===== src/rtl/hazard_control_unit_pkg.sv =====
// Shared constants for the pipeline hazard controller: FSM state encoding and
// the hard-wired zero register index.
package hazard_control_unit_pkg;

  localparam logic [1:0] RUN         = 2'd0;
  localparam logic [1:0] MULDIV_WAIT = 2'd1;
  localparam logic [1:0] MEM_WAIT    = 2'd2;

  localparam logic [4:0] REG_X0 = 5'd0;

endpackage


===== src/rtl/hazard_control_unit_load_use_detector.sv =====
// Combinational load-use compare between the EX load and the ID consumer.
// Writes to x0 never create a dependency.
module load_use_detector
  import hazard_control_unit_pkg::*;
(
  input  logic       id_valid,
  input  logic [4:0] id_rs1,
  input  logic [4:0] id_rs2,
  input  logic       id_uses_rs1,
  input  logic       id_uses_rs2,
  input  logic [4:0] ex_rd,
  input  logic       ex_reg_write,
  input  logic       ex_is_load,
  output logic       load_use
);

  logic ex_writes_load;
  logic rs1_hit;
  logic rs2_hit;

  assign ex_writes_load = ex_is_load & ex_reg_write & (ex_rd != REG_X0);
  assign rs1_hit        = id_uses_rs1 & (id_rs1 == ex_rd);
  assign rs2_hit        = id_uses_rs2 & (id_rs2 == ex_rd);
  assign load_use       = ex_writes_load & id_valid & (rs1_hit | rs2_hit);

endmodule


===== src/rtl/hazard_control_unit.sv =====
// Pipeline hazard controller: Mealy stall/bubble/flush strobes, the registered
// EX/MEM load flag for forwarding, and a saturating stall-cycle counter.
module hazard_control_unit
  import hazard_control_unit_pkg::*;
#(
  parameter int COUNT_W = 16
) (
  input  logic               clk,
  input  logic               rst_n,
  input  logic               id_valid,
  input  logic [4:0]         id_rs1,
  input  logic [4:0]         id_rs2,
  input  logic               id_uses_rs1,
  input  logic               id_uses_rs2,
  input  logic [4:0]         ex_rd,
  input  logic               ex_reg_write,
  input  logic               ex_is_load,
  input  logic               ex_muldiv_start,
  input  logic               muldiv_done,
  input  logic               branch_taken,
  input  logic               dmem_busy,
  output logic               stall_pc,
  output logic               stall_if_id,
  output logic               stall_id_ex,
  output logic               stall_ex_mem,
  output logic               bubble_id_ex,
  output logic               flush_if_id,
  output logic               mem_is_load,
  output logic [1:0]         state_o,
  output logic [COUNT_W-1:0] stall_cycles
);

  logic [1:0] state;
  logic [1:0] state_nxt;
  logic       pending_flush;
  logic       pending_flush_nxt;
  logic       load_use;

  load_use_detector u_load_use_detector (
    .id_valid     (id_valid),
    .id_rs1       (id_rs1),
    .id_rs2       (id_rs2),
    .id_uses_rs1  (id_uses_rs1),
    .id_uses_rs2  (id_uses_rs2),
    .ex_rd        (ex_rd),
    .ex_reg_write (ex_reg_write),
    .ex_is_load   (ex_is_load),
    .load_use     (load_use)
  );

  assign state_o = state;

  always_comb begin
    state_nxt         = state;
    pending_flush_nxt = pending_flush;
    stall_pc          = 1'b0;
    stall_if_id       = 1'b0;
    stall_id_ex       = 1'b0;
    stall_ex_mem      = 1'b0;
    bubble_id_ex      = 1'b0;
    flush_if_id       = 1'b0;
    case (state)
      RUN: begin
        if (dmem_busy) begin
          {stall_pc, stall_if_id, stall_id_ex, stall_ex_mem} = 4'b1111;
          state_nxt = MEM_WAIT;
        end else if (ex_muldiv_start & ~muldiv_done) begin
          {stall_pc, stall_if_id, stall_id_ex} = 3'b111;
          state_nxt = MULDIV_WAIT;
        end else if (branch_taken & ~ex_muldiv_start) begin
          // Taken branch squashes any load-use in ID, so no stall here.
          flush_if_id  = 1'b1;
          bubble_id_ex = 1'b1;
        end else if (load_use) begin
          stall_pc     = 1'b1;
          stall_if_id  = 1'b1;
          bubble_id_ex = 1'b1;
        end
      end
      MULDIV_WAIT: begin
        if (dmem_busy) begin
          {stall_pc, stall_if_id, stall_id_ex, stall_ex_mem} = 4'b1111;
          state_nxt = MEM_WAIT;
        end else if (muldiv_done) begin
          state_nxt = RUN;
        end else begin
          {stall_pc, stall_if_id, stall_id_ex} = 3'b111;
        end
      end
      MEM_WAIT: begin
        if (dmem_busy) begin
          {stall_pc, stall_if_id, stall_id_ex, stall_ex_mem} = 4'b1111;
          if (branch_taken) pending_flush_nxt = 1'b1;
        end else begin
          flush_if_id       = pending_flush | branch_taken;
          bubble_id_ex      = pending_flush | branch_taken;
          pending_flush_nxt = 1'b0;
          state_nxt         = RUN;
        end
      end
      default: begin
        state_nxt         = RUN;
        pending_flush_nxt = 1'b0;
      end
    endcase
    if (!rst_n) begin
      stall_pc     = 1'b0;
      stall_if_id  = 1'b0;
      stall_id_ex  = 1'b0;
      stall_ex_mem = 1'b0;
      bubble_id_ex = 1'b0;
      flush_if_id  = 1'b0;
    end
  end

  always_ff @(posedge clk) begin
    if (!rst_n) begin
      state         <= RUN;
      pending_flush <= 1'b0;
      mem_is_load   <= 1'b0;
      stall_cycles  <= '0;
    end else begin
      state         <= state_nxt;
      pending_flush <= pending_flush_nxt;
      // A held EX stage sends a bubble, not the load, into MEM.
      if (!stall_ex_mem) begin
        if (stall_id_ex) mem_is_load <= 1'b0;
        else             mem_is_load <= ex_is_load & ex_reg_write & (ex_rd != REG_X0);
      end
      if (stall_pc && (stall_cycles != {COUNT_W{1'b1}}))
        stall_cycles <= stall_cycles + COUNT_W'(1);
    end
  end

endmodule


===== config.mk =====
export PLATFORM = sky130hd
export DESIGN_NAME = hazard_control_unit
export DESIGN_NICKNAME = d
export VERILOG_FILES = /design/src/rtl/hazard_control_unit_pkg.sv /design/src/rtl/hazard_control_unit_load_use_detector.sv /design/src/rtl/hazard_control_unit.sv
export SDC_FILE = /design/constraint.sdc
export NUM_CORES = 1
export LEC_CHECK = 0
export CAP_MARGIN = 20
export CORE_ASPECT_RATIO = 1.25
export CORE_UTILIZATION = 46
export CTS_BUF_LIST = sky130_fd_sc_hd__clkbuf_16
export DETAILED_ROUTE_END_ITERATION = 8
export PLACE_DENSITY = 0.95
export SLEW_MARGIN = 20
export SYNTH_ARGS = -nofsm -noshare
export SYNTH_HDL_FRONTEND = slang
export SYNTH_SLANG_ARGS = --single-unit

===== constraint.sdc =====
create_clock -name clk -period 5.63 [get_ports clk]
set_input_delay 0.563 -clock clk [delete_from_list [all_inputs] [get_ports clk]]
set_output_delay 0.563 -clock clk [all_outputs]
set_load 0.005 [all_outputs]

==> results.py <==
metrics = {
    "status": {
        "status": "finished, final reports clean",
    },
    "layout": {
        "fillerInstances": 190,
        "syn_to_final_growth_pct": 45.0,
        "final_nets": 217,
        "fin_area_um2": 1790,
        "drive_gt1_share_pct": 5.32,
        "n_antenna_cell": 0,
    },
    "cts": {
        "cts_hold_buffers": 0,
        "cts_tree": "built",
        "h-tree-depth": 1,
        "cts_setup_buffers": 0,
        "cts_buffer_depth": 2,
        "clk_pin_slew_ns": 0.05,
        "cts-resized-gates": 0,
        "cts-buffers-inserted": 3,
        "cts_sinks": 20,
        "insertion_delay_ns": 0.26,
        "cts-root-buf": "clkbuf_16",
    },
    "placed_design": {
        "placed_area_um2": 1720,
        "dpl.hpwl_um": 2470,
        "port_buffers": 50,
        "place_congestion": 0.889,
    },
    "sta": {
        "drv_slew": 0,
        "period_needed_ns": 3.62,
        "hold-worst-slack_ns": 0.481,
        "rsz0062_at_grt": "false",
        "final.setup.tns_ns": 0,
        "finalCritPeriodShare_pct": 64.4,
        "hold_viol_final": 0,
        "max_slew_margin_pct": 54.3,
        "clock.fmax_ghz": 0.276,
        "tightest_slew_ns": 0.685,
        "worst_clock_skew_ns": 0.00241,
        "setup_viol": 0,
    },
    "synthesis": {
        "ys_warn_count": 0,
        "synth_fp_nets": 172,
        "synth_flop_cell": "dfxtp_1",
        "ys_seq_area_share_pct": 32.4,
        "synth-edff-count": 0,
        "syn_area_um2": 1240,
        "yosys.area.top_type": "dfxtp_1",
        "synth.area.top_cells": "dfxtp_1 (32%), xnor2_1 (7.1%), mux2i_1 (5.7%), nand2_1 (4.9%), nand3_1 (3.6%)",
        "synth.distinct_cells": 41,
        "synthArstFlopShare_pct": 0,
        "synthCells": 145,
        "yosysTopAreaCellShare_pct": 32.4,
        "postSynthAreaPerCell_um2": 8.53,
        "ys_ff_latch": 20,
    },
    "route": {
        "highest_layer": "met4",
        "postRouteAntennaNets": 0,
        "wire_per_inst_um": 16.1,
        "route.met3.wl_um": 256,
        "vias_per_cell": 6.10,
        "vias": 1348,
        "wirelength_um": 3550,
        "drc": 0,
        "drt-pass1-iter-count": 4,
        "wl_met1_um": 1320,
        "dr_wl_met2_um": 1880,
        "drt-initial-drc-count": 40,
    },
    "grt": {
        "gr-total-overflow": 0,
        "grt_max_degree": 24,
        "grt_usage_pct": 26.9,
        "antenna_found_initial": 0,
        "grt_pass1_vias": 1336,
        "grt_pass1_wl_um": 5980,
    },
    "die": {
        "pin_count": 51,
        "rows": 20,
        "die-area_um2": 2900,
        "core_region_area_um2": 2500,
        "die_h_um": 60.0,
        "initial_core_util_pct": 49.5,
        "dieWidth_um": 48.4,
    },
    "power": {
        "p_per_area_nw_per_um2": 197,
        "peakVddDrop_uv": 176,
        "static-leakage-power_uw": 0.000608,
        "p_total_uw": 354,
    },
    "worst_hold_path": {
        "hp-class": "flip-flop to flip-flop",
    },
    "critical_path": {
        "setup.worst_path.start_class": "input port",
        "max_stage_delay_ns": 0.67,
        "cp_max_fo": 23,
        "crit_chain": "clkdlybuf4s50_1 > inv_1 > a21o_1 > a21oi_2 > a31oi_4 > inv_2 > clkdlybuf4s50_1",
        "crit_type": "input port to output pin",
        "cpMaxStageDelayCell": "clkdlybuf4s50_1",
        "arrival_ns": 3.06,
        "required_ns": 5.07,
        "worstSetupEndpointType": "output pin",
        "cpMostUsedCell": "clkdlybuf4s50_1",
    },
    "run": {
        "maxCapViolCount": 0,
    },
}
-- critical path, delay by kind of cell --
family          cells  cell delay, ns
compound gates      3            0.74
buf+inv             4            1.75
-- layout make-up --
class	instances	area [µm²]	area share [%]
inverters	4	15.0	0.837
well taps	33	41.3	2.30
multi-input cells	111	762	42.5
clock buffers	3	75.1	4.18
repair buffers	50	500	27.9
flip-flops and latches	20	400	22.3
-- layout by cell type (no fill, tap or decap), types with 2 or more instances in the layout --
cell type | netlist | routed
nand4_1 | 4 | 4
and4_1 | 4 | 4
and3_1 | 2 | 2
nand2b_1 | 5 | 5
o41ai_1 | 3 | 3
o311ai_1 | 3 | 3
o31ai_1 | 4 | 4
a211oi_1 | 2 | 2
a21oi_1 | 7 | 7
inv_1 | 3 | 3
clkbuf_16 | 0 | 3
nor3_1 | 5 | 5
dfxtp_1 | 20 | 20
a21oi_2 | 2 | 2
clkdlybuf4s50_1 | 0 | 50
o21ai_1 | 2 | 2
nand2_1 | 16 | 16
or3_1 | 3 | 3
nand3_1 | 9 | 9
mux2i_1 | 7 | 7
nor4_1 | 2 | 2
nor2_1 | 4 | 4
xnor2_1 | 10 | 10
or4_1 | 4 | 4
-- power breakdown --
part | internal (µW) | leakage, µW | total (µW) | switching (µW)
logic | 33.9 | 0.000410 | 59.8 | 25.8
registers | 144 | 0.000162 | 147 | 3.24
clock network | 93.8 | 0.0000370 | 147 | 53.1
-- Yosys cell counts (2+ instances only) --
| cell | count |
|---|---|
| a211oi_1 | 2 |
| nand4_1 | 4 |
| mux2i_1 | 7 |
| nor2_1 | 4 |
| nand2b_1 | 5 |
| o311ai_1 | 3 |
| nand3_1 | 9 |
| o31ai_1 | 4 |
| clkbuf_1 | 3 |
| and4_1 | 4 |
| or4_1 | 4 |
| nand2_1 | 16 |
| nor4_1 | 2 |
| dfxtp_1 | 20 |
| a21oi_2 | 2 |
| nor3_1 | 5 |
| buf_6 | 2 |
| or3_1 | 3 |
| o41ai_1 | 3 |
| inv_1 | 3 |
| and3_1 | 2 |
| o21ai_1 | 2 |
| a21oi_1 | 7 |
| xnor2_1 | 10 |
| buf_2 | 3 |
-- path summary, 6_finish.rpt --
check	end	cells after the start	from	slack [ns]
worst max-delay path	stall_if_id	7	rst_n	2.01
worst min-delay path	stall_cycles[7]$_SDFFE_PN0P_	2	stall_cycles[7]$_SDFFE_PN0P_	0.48
worst max register to register	stall_cycles[4]$_SDFFE_PN0P_	6	stall_cycles[0]$_SDFFE_PN0P_	3.43
worst min register to register	stall_cycles[7]$_SDFFE_PN0P_	2	stall_cycles[7]$_SDFFE_PN0P_	0.48
-- stage by stage --
stage	util, %	instances	setup WS [ns]
5_1_grt	71.7	221	1.80
4_1_cts	71.7	221	2.06
2_1_floorplan	-	145	3.27
3_3_place_gp	68.7	218	2.18
3_5_place_dp	68.7	218	2.08
6_report	71.7	221	2.01
-- routing by layer --
layer  vias up  track usage, %
met1       642            26.6
met5         -               0
met4         0            15.1
met2        65            51.9
li1        630               -
met3        11            6.36
-- logic make-up after synthesis --
logic type	synth area share [%]
buffers and inverters	6.07
muxes	5.66
DFF	32.4
xor gates and xnor gates	7.08
adders and majority gates	1.01
AOI/OAI and AO/OA	20.8
and+or+nand+nor	27.0
-- flip-flops by register name, indices dropped and copies added (netlist names) --
signal	cells
mem_is_load	1
pending_flush	1
stall_cycles	16
state_o	2
No activity file was read; power rests on OpenSTA's default activity.
